===== src/rtl/decoder_scan_nx_if.sv =====
// Interface bundling the control inputs and decoded outputs of decoder_scan_nx.
//   master: drives en, mode, sel, load, dwell; observes out, idx, out_valid, wrap
//   slave : the decoder itself (receives the controls, drives the outputs)
interface decoder_scan_nx_if #(
  parameter int N       = 3,
  parameter int DWELL_W = 8
);
  localparam int OUTS = 1 << N;

  logic               en;
  logic [1:0]         mode;
  logic [N-1:0]       sel;
  logic               load;
  logic [DWELL_W-1:0] dwell;
  logic [OUTS-1:0]    out;
  logic [N-1:0]       idx;
  logic               out_valid;
  logic               wrap;

  modport master (
    output en, mode, sel, load, dwell,
    input  out, idx, out_valid, wrap
  );

  modport slave (
    input  en, mode, sel, load, dwell,
    output out, idx, out_valid, wrap
  );
endinterface


===== src/rtl/decoder_scan_nx.sv =====
// N-to-2^N registered decoder with one-hot, thermometer and auto-scan modes.
//   clk    : rising-edge clock
//   rst_n  : asynchronous active-low reset
//   bus    : decoder_scan_nx_if.slave
//            en        global enable (0 blanks outputs, pauses scan)
//            mode      00 one-hot, 01 thermometer, 10 scan, 11 blank
//            sel/load  index capture
//            dwell     extra cycles per scan position
//            out       decoded lines, idx current index
//            out_valid out carries a decoded value
//            wrap      one-cycle pulse on scan wrap OUTS-1 -> 0
module decoder_scan_nx #(
  parameter int N       = 3,
  parameter int DWELL_W = 8
) (
  input logic             clk,
  input logic             rst_n,
  decoder_scan_nx_if.slave bus
);
  localparam int OUTS = 1 << N;

  localparam logic [1:0] MODE_THERM = 2'b01;
  localparam logic [1:0] MODE_SCAN  = 2'b10;
  localparam logic [1:0] MODE_RSVD  = 2'b11;

  logic [N-1:0]       idx_q, idx_n;
  logic [DWELL_W-1:0] cnt_q, cnt_n;
  logic [OUTS-1:0]    out_q, out_n;
  logic               valid_q, valid_n;
  logic               wrap_q, wrap_n;
  logic               active;

  assign active = bus.en && (bus.mode != MODE_RSVD);

  always_comb begin
    // Blanked: idx and cnt hold so a paused scan resumes exactly where it left off.
    idx_n   = idx_q;
    cnt_n   = cnt_q;
    wrap_n  = 1'b0;
    valid_n = 1'b0;
    out_n   = '0;

    if (active) begin
      valid_n = 1'b1;
      if (bus.mode == MODE_SCAN) begin
        if (bus.load) begin
          idx_n = bus.sel;
          cnt_n = '0;
        end else if (cnt_q >= bus.dwell) begin
          // >= rather than == so lowering dwell below cnt advances immediately.
          cnt_n  = '0;
          idx_n  = idx_q + N'(1);
          wrap_n = &idx_q;
        end else begin
          cnt_n = cnt_q + DWELL_W'(1);
        end
      end else begin
        cnt_n = '0;
        if (bus.load) idx_n = bus.sel;
      end

      // Render from the next index so the output tracks idx with no extra lag.
      for (int i = 0; i < OUTS; i++) begin
        if (bus.mode == MODE_THERM) out_n[i] = (i <= int'(idx_n));
        else                        out_n[i] = (i == int'(idx_n));
      end
    end
  end

  always_ff @(posedge clk or negedge rst_n) begin
    if (!rst_n) begin
      idx_q   <= '0;
      cnt_q   <= '0;
      out_q   <= '0;
      valid_q <= 1'b0;
      wrap_q  <= 1'b0;
    end else begin
      idx_q   <= idx_n;
      cnt_q   <= cnt_n;
      out_q   <= out_n;
      valid_q <= valid_n;
      wrap_q  <= wrap_n;
    end
  end

  assign bus.out       = out_q;
  assign bus.idx       = idx_q;
  assign bus.out_valid = valid_q;
  assign bus.wrap      = wrap_q;
endmodule


===== src/flat_wrapper.sv =====
// flat-port wrapper written by rule: the top's interface ports become plain ports
module decoder_scan_nx_flat 
#(
  parameter int N       = 3,
  parameter int DWELL_W = 8
)
  (clk, rst_n, bus_en, bus_mode, bus_sel, bus_load, bus_dwell, bus_out, bus_idx, bus_out_valid, bus_wrap);
  decoder_scan_nx_if #(.N(N), .DWELL_W(DWELL_W)) bus_i ();
  input logic clk;
  input logic rst_n;
  input wire logic [$bits(bus_i.en)-1:0] bus_en;
  input wire logic [$bits(bus_i.mode)-1:0] bus_mode;
  input wire logic [$bits(bus_i.sel)-1:0] bus_sel;
  input wire logic [$bits(bus_i.load)-1:0] bus_load;
  input wire logic [$bits(bus_i.dwell)-1:0] bus_dwell;
  output wire logic [$bits(bus_i.out)-1:0] bus_out;
  output wire logic [$bits(bus_i.idx)-1:0] bus_idx;
  output wire logic [$bits(bus_i.out_valid)-1:0] bus_out_valid;
  output wire logic [$bits(bus_i.wrap)-1:0] bus_wrap;
  assign bus_i.en = bus_en;
  assign bus_i.mode = bus_mode;
  assign bus_i.sel = bus_sel;
  assign bus_i.load = bus_load;
  assign bus_i.dwell = bus_dwell;
  assign bus_out = bus_i.out;
  assign bus_idx = bus_i.idx;
  assign bus_out_valid = bus_i.out_valid;
  assign bus_wrap = bus_i.wrap;
  decoder_scan_nx #(.N(N), .DWELL_W(DWELL_W)) u_core (.clk(clk), .rst_n(rst_n), .bus(bus_i));
endmodule

===== config.mk =====
export PLATFORM = sky130hd
export DESIGN_NAME = decoder_scan_nx_flat
export DESIGN_NICKNAME = d
export VERILOG_FILES = /design/src/rtl/decoder_scan_nx_if.sv /design/src/rtl/decoder_scan_nx.sv /design/src/flat_wrapper.sv
export SDC_FILE = /design/constraint.sdc
export NUM_CORES = 1
export LEC_CHECK = 0
export BUFFER_PORTS_ARGS = -buffer_cell sky130_fd_sc_hd__buf_2
export CORE_MARGIN = 4
export CORE_UTILIZATION = 40
export DETAILED_ROUTE_END_ITERATION = 10
export PLACE_DENSITY = 0.72
export SETUP_SLACK_MARGIN = 0.2
export SLEW_MARGIN = 20
export SYNTH_ARGS = -nofsm -noshare
export SYNTH_HDL_FRONTEND = slang
export SYNTH_SLANG_ARGS = --single-unit

===== constraint.sdc =====
create_clock -name clk -period 3.1 [get_ports clk]
set_input_delay 0.155 -clock clk [delete_from_list [all_inputs] [get_ports clk]]
set_output_delay 0.155 -clock clk [all_outputs]
set_load 0.05 [all_outputs]

### After elaboration in Yosys (flattened, before gate mapping)

Index checks and enable logic that the tools add are counted.
Widths: inputs -> output; s select.

| word-level totals | value |
|---|---|
| flip-flop bits (word level) | 21 |
| bits in latches | 0 |
| RAM bits | 0 |
| ROM bits | 0 |
| input port bits | 17 |
| output and inout bits | 13 |
| logic and storage cells | 50 |
| memories kept | 0 |

| cells by class | value |
|---|---|
| add/sub/neg operators | 2 |
| multipliers | 0 |
| div/mod/pow operators | 0 |
| order comparisons | 8 |
| equal/unequal tests | 10 |
| shift operators | 0 |
| muxes and demuxes | 22 |
| bitwise operators | 0 |
| reduce and logical (&&, ||, !) cells | 3 |

Operator list:

| operator | number |
|---|---|
| $mux 8 | 4 |
| $mux 3 | 5 |
| $mux 1 | 13 |
| $eq 3x3->1 const A | 4 |
| $le 3x3->1 const A | 4 |
| $add 8x1->8 const B | 1 |
| $ge 8x8->1 | 1 |
| $eq 2x3->1 const A | 2 |
| $le 2x3->1 const A | 2 |
| $add 3x1->3 const B | 1 |
| $eq 1x3->1 const A | 1 |
| $le 1x3->1 const A | 1 |
| $logic_not 3->1 | 1 |
| $reduce_and 3->1 | 1 |
| $eq 2x1->1 const B | 1 |
| $eq 2x2->1 const B | 1 |
| $ne 2x2->1 const B | 1 |
| $logic_and 1x1->1 | 1 |

### Depth between registers and ports, before layout

Gate-level depths: netlist of the first run.

| depth | value |
|---|---|
| depth after elaboration | 8 |
| gate-level depth with buffers | 9 |
| depth with buffers taken out | 9 |

### Worst setup path before layout of the first run

Ideal clock, no wire load.

| timing | value |
|---|---|
| kind | reg2reg |
| from | register u_core.cnt_q[0] |
| to | register u_core.out_q[6], in the netlist u_core.bus.out[6] |
| setup time | 0.107 ns |
| arrival | 2.094 ns |
| data required time | 2.993 ns |
| setup slack | 0.899 ns |
| cell stages (with the launch flop) | 8 |
| path buffers | 0 |
| clock period less this slack | 2.201 ns |
| cell sequence | dfrtp_1 inv_1 ha_1 nand2b_4 a2111oi_4 nor3_1 or3_4 a2111oi_4 |

| on the way | value |
|---|---|
| cells in the longest elaborated chain, start to end | 8 |
| elaborated cells between the ends (all ways) | 9 |
| those cells by class | 2 x order compare; 1 x eq/ne; 6 x mux |

RTL lines:

| item | line | text |
|---|---|---|
| start, declared | decoder_scan_nx.sv:27 | `logic [DWELL_W-1:0] cnt_q, cnt_n;` |
| start signal, assigned | decoder_scan_nx.sv:79 | `cnt_q <= cnt_n;` |
| $ge 8x8->1 * | decoder_scan_nx.sv:49 | `end else if (cnt_q >= bus.dwell) begin` |
| $mux 3 * | decoder_scan_nx.sv:49 |  |
| $mux 3 * | decoder_scan_nx.sv:46 | `if (bus.load) begin` |
| $mux 3 * | decoder_scan_nx.sv:45 | `if (bus.mode == MODE_SCAN) begin` |
| $mux 3 * | decoder_scan_nx.sv:43 | `if (active) begin` |
| $le 3x3->1 or $eq 2x3->1 (tied branches) | decoder_scan_nx.sv:64, decoder_scan_nx.sv:65 |  |
| $mux 1 * | decoder_scan_nx.sv:64 | `if (bus.mode == MODE_THERM) out_n[i] = (i <= int'(idx_n));` |
| $mux 8 * | decoder_scan_nx.sv:43 |  |
| named net u_core.out_n[6] | decoder_scan_nx.sv:28 | `logic [OUTS-1:0] out_q, out_n;` |
| end signal, assigned | decoder_scan_nx.sv:80 | `out_q <= out_n;` |
| end, declared | decoder_scan_nx.sv:28 |  |

The timed path passes the listed nets; every way through them passes the cells marked *. The select of a mux whose other input is x is not followed.
A chain may end at the register's enable or synchronous reset.

### Final worst setup path of the first run

| timing | value |
|---|---|
| from | register u_core.cnt_q[0] |
| to | register u_core.out_q[1], in the netlist u_core.bus.out[1] |

| on the way | value |
|---|---|
| cells in the longest elaborated chain, start to end | 8 |
| elaborated cells between the ends (all ways) | 9 |
| those cells by class | 2 x order compare; 1 x eq/ne; 6 x mux |

RTL lines:

| item | line |
|---|---|
| $ge 8x8->1 * | decoder_scan_nx.sv:49 |
| $mux 3 * | decoder_scan_nx.sv:49 |
| $mux 3 * | decoder_scan_nx.sv:46 |
| $mux 3 * | decoder_scan_nx.sv:45 |
| $mux 3 * | decoder_scan_nx.sv:43 |
| $le 1x3->1 or $eq 2x3->1 (tied branches) | decoder_scan_nx.sv:64, decoder_scan_nx.sv:65 |
| $mux 1 * | decoder_scan_nx.sv:64 |
| $mux 8 * | decoder_scan_nx.sv:43 |
| named net u_core.out_n[1] | decoder_scan_nx.sv:28 |

Marked as above.

==> impl_metrics.csv, run 1 <==
group,metric,value,unit
outcome,status,"finished, final reports clean",
detailed_routing,ant_nets,0,
sta,clock.fmax,419,MHz
synthesis,synth.distinct_cells,42,
layout,diodes,0,
worst_setup_path,timing.rr.end,"u_core.bus.out[1]",
floorplan,core_area,3150,µm²
synthesis,synth_flop_cell,"dfrtp_1",
worst_setup_path,startpoint_type,"register",
clock_tree,cts_tree,"done",
sta,min_period,2.38,ns
worst_setup_path,reg2reg_setup_slack,0.72,ns
synthesis,syn-cell-area,1370,µm²
detailed_routing,first_iter_violations,18,
job,drv_cap,0,
synthesis,synth_area_per_cell,10.2,µm²
min_path,holdPathEnd,"u_core.bus.out[4]",
sta,tns,0,ns
sta,rsz0062_at_grt,"no",
clock_tree,postCtsSetupBuffers,0,
worst_setup_path,rr_worst_depth,9,
detailed_routing,wl_per_cell,14.2,µm
place,dp_hpwl,2.33,mm
grt,antenna_found_initial,0,
clock_tree,root_buffer,"clkbuf_4",
clock_tree,cts-resized-gates,0,
sta,slew_violations,0,
floorplan,fp.dieH,66.5,µm
place,place_congestion,0.860,
worst_setup_path,critPathArrivalTime,2.61,ns
clock_tree,cts_sinks,21,
sta,finalClockSkew,0.00797,ns
min_path,whs_path_depth,2,
sta,setup_viol,0,
sta,hold_viol,0,
grt,grt_max_degree,22,
layout,nNetsFinal,194,
floorplan,rows,20,
sta,worst_slack,0.716,ns
grt,grt_pass1_wl,4.89,mm
detailed_routing,wl,2.96,mm
grt,first_global_vias,1140,
synthesis,netlist_instances,134,
sta,slew_headroom,0.606,
detailed_routing,dr.pass1.iters,4,
synthesis,synth-warning-count,0,
power,cellLeakagePower,0.000800,µW
synthesis,seq_area_frac_synth,0.384,
worst_setup_path,critPathMaxFanout,7,
layout,synthToLayoutAreaGrowth,16.1,%
detailed_routing,vias_per_cell,5.30,
grt,grtUsageTotal,0.144,
sta,fin_crit_sh,0.769,
clock_tree,cts_hold_buf,1,
clock_tree,cts.clk_slew.worst_paths,0.11,ns
worst_setup_path,required,3.33,ns
sta,worstMarginPinSlew,0.590,ns
place,io_buffer_count,29,
clock_tree,cts_made_buffers,3,
synthesis,syn_nets,162,
min_path,min_from,"bus_en",
worst_setup_path,end_kind,"register",
grt,overflow,0,
floorplan,initial_core_util,0.434,
detailed_routing,vias,1107,
worst_setup_path,r2r-start,"u_core.cnt_q[0]",
floorplan,ios,30,
floorplan,die_w,66.5,µm
detailed_routing,drc_errors,0,
worst_setup_path,worstSetupPathType,"register to register",
min_path,hold_class,"primary input to register",
synthesis,async_flop_share,1.00,
clock_tree,clock_latency,0.30,ns
clock_tree,h-tree-depth,1,
place,post-place-ws,0.724,ns
clock_tree,clk_path_buf_depth,2,
synthesis,ys_seq_elements,21,
power,ir_drop,0.000284,V
synthesis,synth_enable_flop_cells,0,
floorplan,die_area,4420,µm²
layout,drive_above_1_share,0.291,
power,power.density,395,nW/µm²
## power breakdown
group	internal, µW	total [µW]	switching, µW
registers	289	301	12.0
logic	65.2	196	131
clock network	50.1	129	78.5
total	405	627	222
## critical path, stage by stage, from the launching register on
cell	delay, ns
dfrtp_1	0.42
inv_1	0.06
ha_1	0.26
nand2b_4	0.15
a2111oi_4	0.43
o21ai_2	0.19
a31oi_2	0.29
a22o_4	0.19
and2_4	0.15
mux2i_1	0.17
## worst max path at each step
stage | start | endpoint | slack, ns | cells after the start
6_report | u_core.cnt_q[0] | u_core.bus.out[1] | 0.72 | 9
5_1_grt | u_core.cnt_q[0] | u_core.bus.out[1] | 0.57 | 9
4_1_cts | u_core.cnt_q[0] | u_core.bus.out[6] | 0.70 | 7
3_5_place_dp | u_core.cnt_q[0] | u_core.bus.out[6] | 0.72 | 7
3_3_place_gp | u_core.cnt_q[0] | u_core.bus.out[6] | 0.76 | 7
2_1_floorplan | u_core.cnt_q[0] | u_core.bus.out[6] | 0.90 | 7
## synth_stat cells, types with 2 or more instances
cell type,n,area share
ha_1,11,0.10
nor3_1,3,0.011
o21ai_0,13,0.048
a21o_1,2,0.011
and3_1,4,0.018
xor2_1,2,0.013
nor2b_1,3,0.014
o21ai_1,4,0.015
nand2_1,15,0.041
nor2_1,3,0.0082
nand2b_1,4,0.018
nand3_1,3,0.011
mux2i_1,2,0.015
a22o_4,2,0.026
dfrtp_1,21,0.38
a2111oi_4,2,0.040
nor4_1,4,0.018
inv_1,12,0.033
## metrics by stage
step	power (µW)	cells	util	hold WS (ns)	instance area, µm²
global placement	498	204	0.492	0.126	1550
CTS	636	209	0.504	0.137	1590
finish	627	209	0.504	0.149	1590
detailed placement	503	204	0.492	0.139	1550
floorplan	451	134	-	-0.141	1370
global route	666	209	0.504	0.137	1590
## sequential cells by signal, summed over array words and instances, names as in the netlist
signal / flops
u_core.bus.wrap: 1
u_core.bus.out: 8
u_core.bus.idx: 3
u_core.cnt_q: 8
u_core.bus.out_valid: 1
## area by class of cell
cell class | instances | area [µm²]
tap | 44 | 55.1
timing repair buffer | 30 | 155
inverter | 12 | 45.0
sequential | 21 | 526
clock buffer | 4 | 26.3
multi-input combinational | 98 | 781
fill | 316 | 1570
## kinds of logic after synthesis
kind of cell / share of synthesized area
adder cells (fa/ha/maj): 0.101
XOR/XNOR: 0.0128
flip-flops: 0.384
multiplexers: 0.0146
AO/OA/AOI/OAI: 0.243
AND/OR/NAND/NOR: 0.199
buffers and inverters: 0.0448
## cells in the final DEF, fill, tap and decap left out, drive strengths merged, types with 5 or more instances in the layout
| cell type | n |
|---|---|
| dfrtp | 21 |
| nand2 | 15 |
| buf | 29 |
| ha | 11 |
| o21ai | 18 |
| and3 | 5 |
| nand2b | 5 |
| inv | 12 |
## layer usage
metal  GRT usage  part of all wire
met2       0.268              0.52
met1       0.165              0.42
met3      0.0253             0.054
met4      0.0431            0.0057
met5           0                 0
No activity file was read; power rests on OpenSTA's default activity.
==> inputs of run 2 (changes only) <==
- ABC_AREA: not set -> 1
- PLACE_DENSITY: 0.72 -> 0.74
- clock period: 3.1 -> 2 ns (I/O delays scaled with it)
==> run 2 against run 1 <==
Compared with the run above: flip-flop and latch count unchanged; fmax grew 35%; sequential power up 55%; sequential share of layout area down 3.4 points; global-route usage shrank 0.79 points; non-clock buffer count increased by 10; die area fell by 2.3%; synthesized cell count rose by 19%; utilization up 6.2 points; register-to-register slack got worse by 0.49 ns; critical path type unchanged; largest power group unchanged; highest routed layer unchanged.
==> impl_metrics.csv, run 2 <==
group,metric,value,unit
synthesis,seq_area_frac_synth,0.395,
clock_tree,clk_path_buf_depth,2,
clock_tree,clock_latency,0.31,ns
detailed_routing,wl,2.90,mm
grt,antenna_found_initial,0,
detailed_routing,drc_errors,0,
worst_setup_path,r2r-start,"u_core.cnt_q[2]",
min_path,min_from,"bus_en",
floorplan,rows,20,
synthesis,synth_compound_area_frac,0.102,
floorplan,die_area,4320,µm²
synthesis,synth_commonest_cells,"inv_1 (25), nand2_1 (24), dfrtp_1 (21)",
place,placed_area,1530,µm²
detailed_routing,dr.pass1.iters,4,
floorplan,ios,30,
place,place_congestion,0.828,
clock_tree,cts_sinks,21,
clock_tree,h-tree-depth,1,
floorplan,fp.dieH,65.7,µm
sta,min_period,1.77,ns
worst_setup_path,critPathMaxFanout,5,
synthesis,ys_seq_elements,21,
synthesis,synth_xor_area_frac,0.0132,
clock_tree,cts_made_buffers,3,
clock_tree,cts_tree,"done",
place,io_buffer_count,29,
detailed_routing,vias_per_cell,4.69,
min_path,hold_class,"primary input to register",
job,drv_cap,0,
floorplan,core_area,3130,µm²
detailed_routing,first_iter_violations,32,
synthesis,synthSimpleGateAreaFrac,0.302,
worst_setup_path,end_kind,"register",
synthesis,synth_enable_flop_cells,0,
synthesis,async_flop_share,1.00,
detailed_routing,ant_nets,0,
worst_setup_path,cp-endpoint,"u_core.bus.out[6]",
grt,grt_util_met2,0.191,
detailed_routing,vias,1158,
clock_tree,root_buffer,"clkbuf_4",
synthesis,netlist_instances,160,
clock_tree,cts.clk_slew.worst_paths,0.13,ns
sta,hold_viol,0,
sta,setup_viol,0,
worst_setup_path,startpoint_type,"register",
synthesis,synth_mux_area_frac,0,
worst_setup_path,critPathArrivalTime,2.01,ns
synthesis,synth.top_cell.area_share,0.395,
sta,clock.fmax,565,MHz
sta,slew_violations,0,
synthesis,syn-cell-area,1330,µm²
grt,first_global_vias,1041,
worst_setup_path,reg2reg_setup_slack,0.23,ns
place,dp_hpwl,2.06,mm
layout,layout_common_cells,"buf_2 (29), inv_1 (24), dfrtp_1 (21)",
grt,overflow,0,
grt,grtUsageTotal,0.136,
power,cellLeakagePower,0.000953,µW
synthesis,synth_flop_cell,"dfrtp_1",
layout,stdcell_area,1770,µm²
floorplan,initial_core_util,0.426,
sta,fin_crit_sh,0.885,
layout,seqCellArea,526,µm²
worst_setup_path,timing.rr.end,"u_core.bus.out[6]",
layout,synthToLayoutAreaGrowth,32.8,%
power,ir_drop,0.000251,V
worst_setup_path,required,2.24,ns
synthesis,synth.largest_area_cell,"dfrtp_1",
grt,grt_pass1_wl,4.60,mm
sta,slew_headroom,0.690,
sta,rsz0062_at_grt,"yes",
layout,diodes,0,
worst_setup_path,rr_worst_depth,12,
layout,multiInputGateArea,817,µm²
synthesis,synth.distinct_cells,30,
layout,layout_commonest_cell,"buf_2",
grt,top_usage_layer,"met1",
sta,tns,0,ns
synthesis,yosysMostFrequentCell,"inv_1",
grt,grt_max_degree,22,
power,power.density,567,nW/µm²
grt,grt_use_met1,0.209,
layout,nNetsFinal,232,
sta,finalClockSkew,0.00836,ns
layout,fill_cells,293,
worst_setup_path,worstSetupPathType,"register to register",
synthesis,synth-warning-count,0,
synthesis,synthAdderAreaFrac,0.103,
floorplan,die_w,65.7,µm
synthesis,syn_nets,188,
layout,drive_above_1_share,0.414,
grt,grt_use_met3,0.0188,
synthesis,synth.top_cells.by_area,"dfrtp_1 (39%), ha_1 (10%), inv_1 (7.0%)",
detailed_routing,wl_per_cell,11.7,µm
worst_setup_path,critPathLaunch,"u_core.cnt_q[2]",
synthesis,synth_top_family_by_area,"simple AND/OR/NAND/NOR gates",
synthesis,synth_area_per_cell,8.32,µm²
outcome,status,"finished, final reports clean",
sta,worstMarginPinSlew,0.465,ns
[run 2: cell count changes after synthesis, moves of 6 or more]
cell	previous run	this run
nand2_1	15	24
nor2_1	3	17
inv_1	12	25
nand2_2	0	6
o21ai_0	13	7
a21oi_1	1	7
[run 2: metrics by stage]
stage	instances	worst slack [ns]	utilization	total power (µW)	hold slack, ns
after floorplan	160	0.312	-	675	-0.196
after global placement	233	0.214	0.490	753	0.0803
after detailed placement	233	0.203	0.490	756	0.0829
after CTS	240	0.218	0.507	965	0.0324
after global routing	247	0.103	0.565	1060	0.0329
final	247	0.229	0.565	1000	0.0338
[run 2: cells by family (layout without fill, tap and decap cells)]
group | count (synthesis) | after routing
AOI/OAI and AO/OA | 23 | 23
DFF | 21 | 21
buffers and inverters | 30 | 73
xor gates and xnor gates | 2 | 2
adders and majority gates | 11 | 11
and+or+nand+nor | 73 | 73
[run 2: where the power goes]
group | switching [µW] | leakage (µW) | internal, µW
registers | 18.6 | 0.000283 | 449
clock network | 137 | 0.0000177 | 74.6
logic | 223 | 0.000652 | 100
total | 379 | 0.000953 | 623
[run 2: how the worst min path moves through the flow]
stage	cells past startpoint	end
global route	3	u_core.bus.wrap
floorplan	0	u_core.bus.idx[0]
finish	3	u_core.bus.wrap
global placement	1	u_core.bus.out[3]
CTS	3	u_core.bus.wrap
detailed placement	1	u_core.bus.out[6]
[run 2: metal layers]
layer	part of all wire	vias up
met4	0.016	0
li1	-	609
met1	0.50	511
met3	0.048	6
met5	0	-
met2	0.44	32
[run 2: repair_timing]
| action | 4_1_cts | 5_1_grt |
|---|---|---|
| endpoints found under the hold margin | 21 | 0 |
| buffers inserted | 2 | 7 |
| hold buffers | 1 | 0 |
| resized for setup | 0 | 25 |
| endpoints found under the setup margin | 3 | 15 |
| pin swaps | 1 | 8 |
[run 2: critical path, cell delays in order, from the launching register on]
cell and delay [ns]:
dfrtp_1 0.42, ha_1 0.29, nand2_2 0.09, inv_2 0.04
nand2_2 0.05, nand2_2 0.06, nand2_4 0.10, nand3_4 0.10
nand2_2 0.08, nand3_2 0.10, nand3_1 0.12, inv_1 0.08
nor3_2 0.16
[run 2: cell type report]
cell class | count | share of cell area
multi-input combinational | 109 | 0.462
clock buffer | 3 | 0.0127
sequential | 21 | 0.297
inverter | 29 | 0.0616
tap | 44 | 0.0311
timing repair buffer | 40 | 0.132
clock inverter | 1 | 0.00283
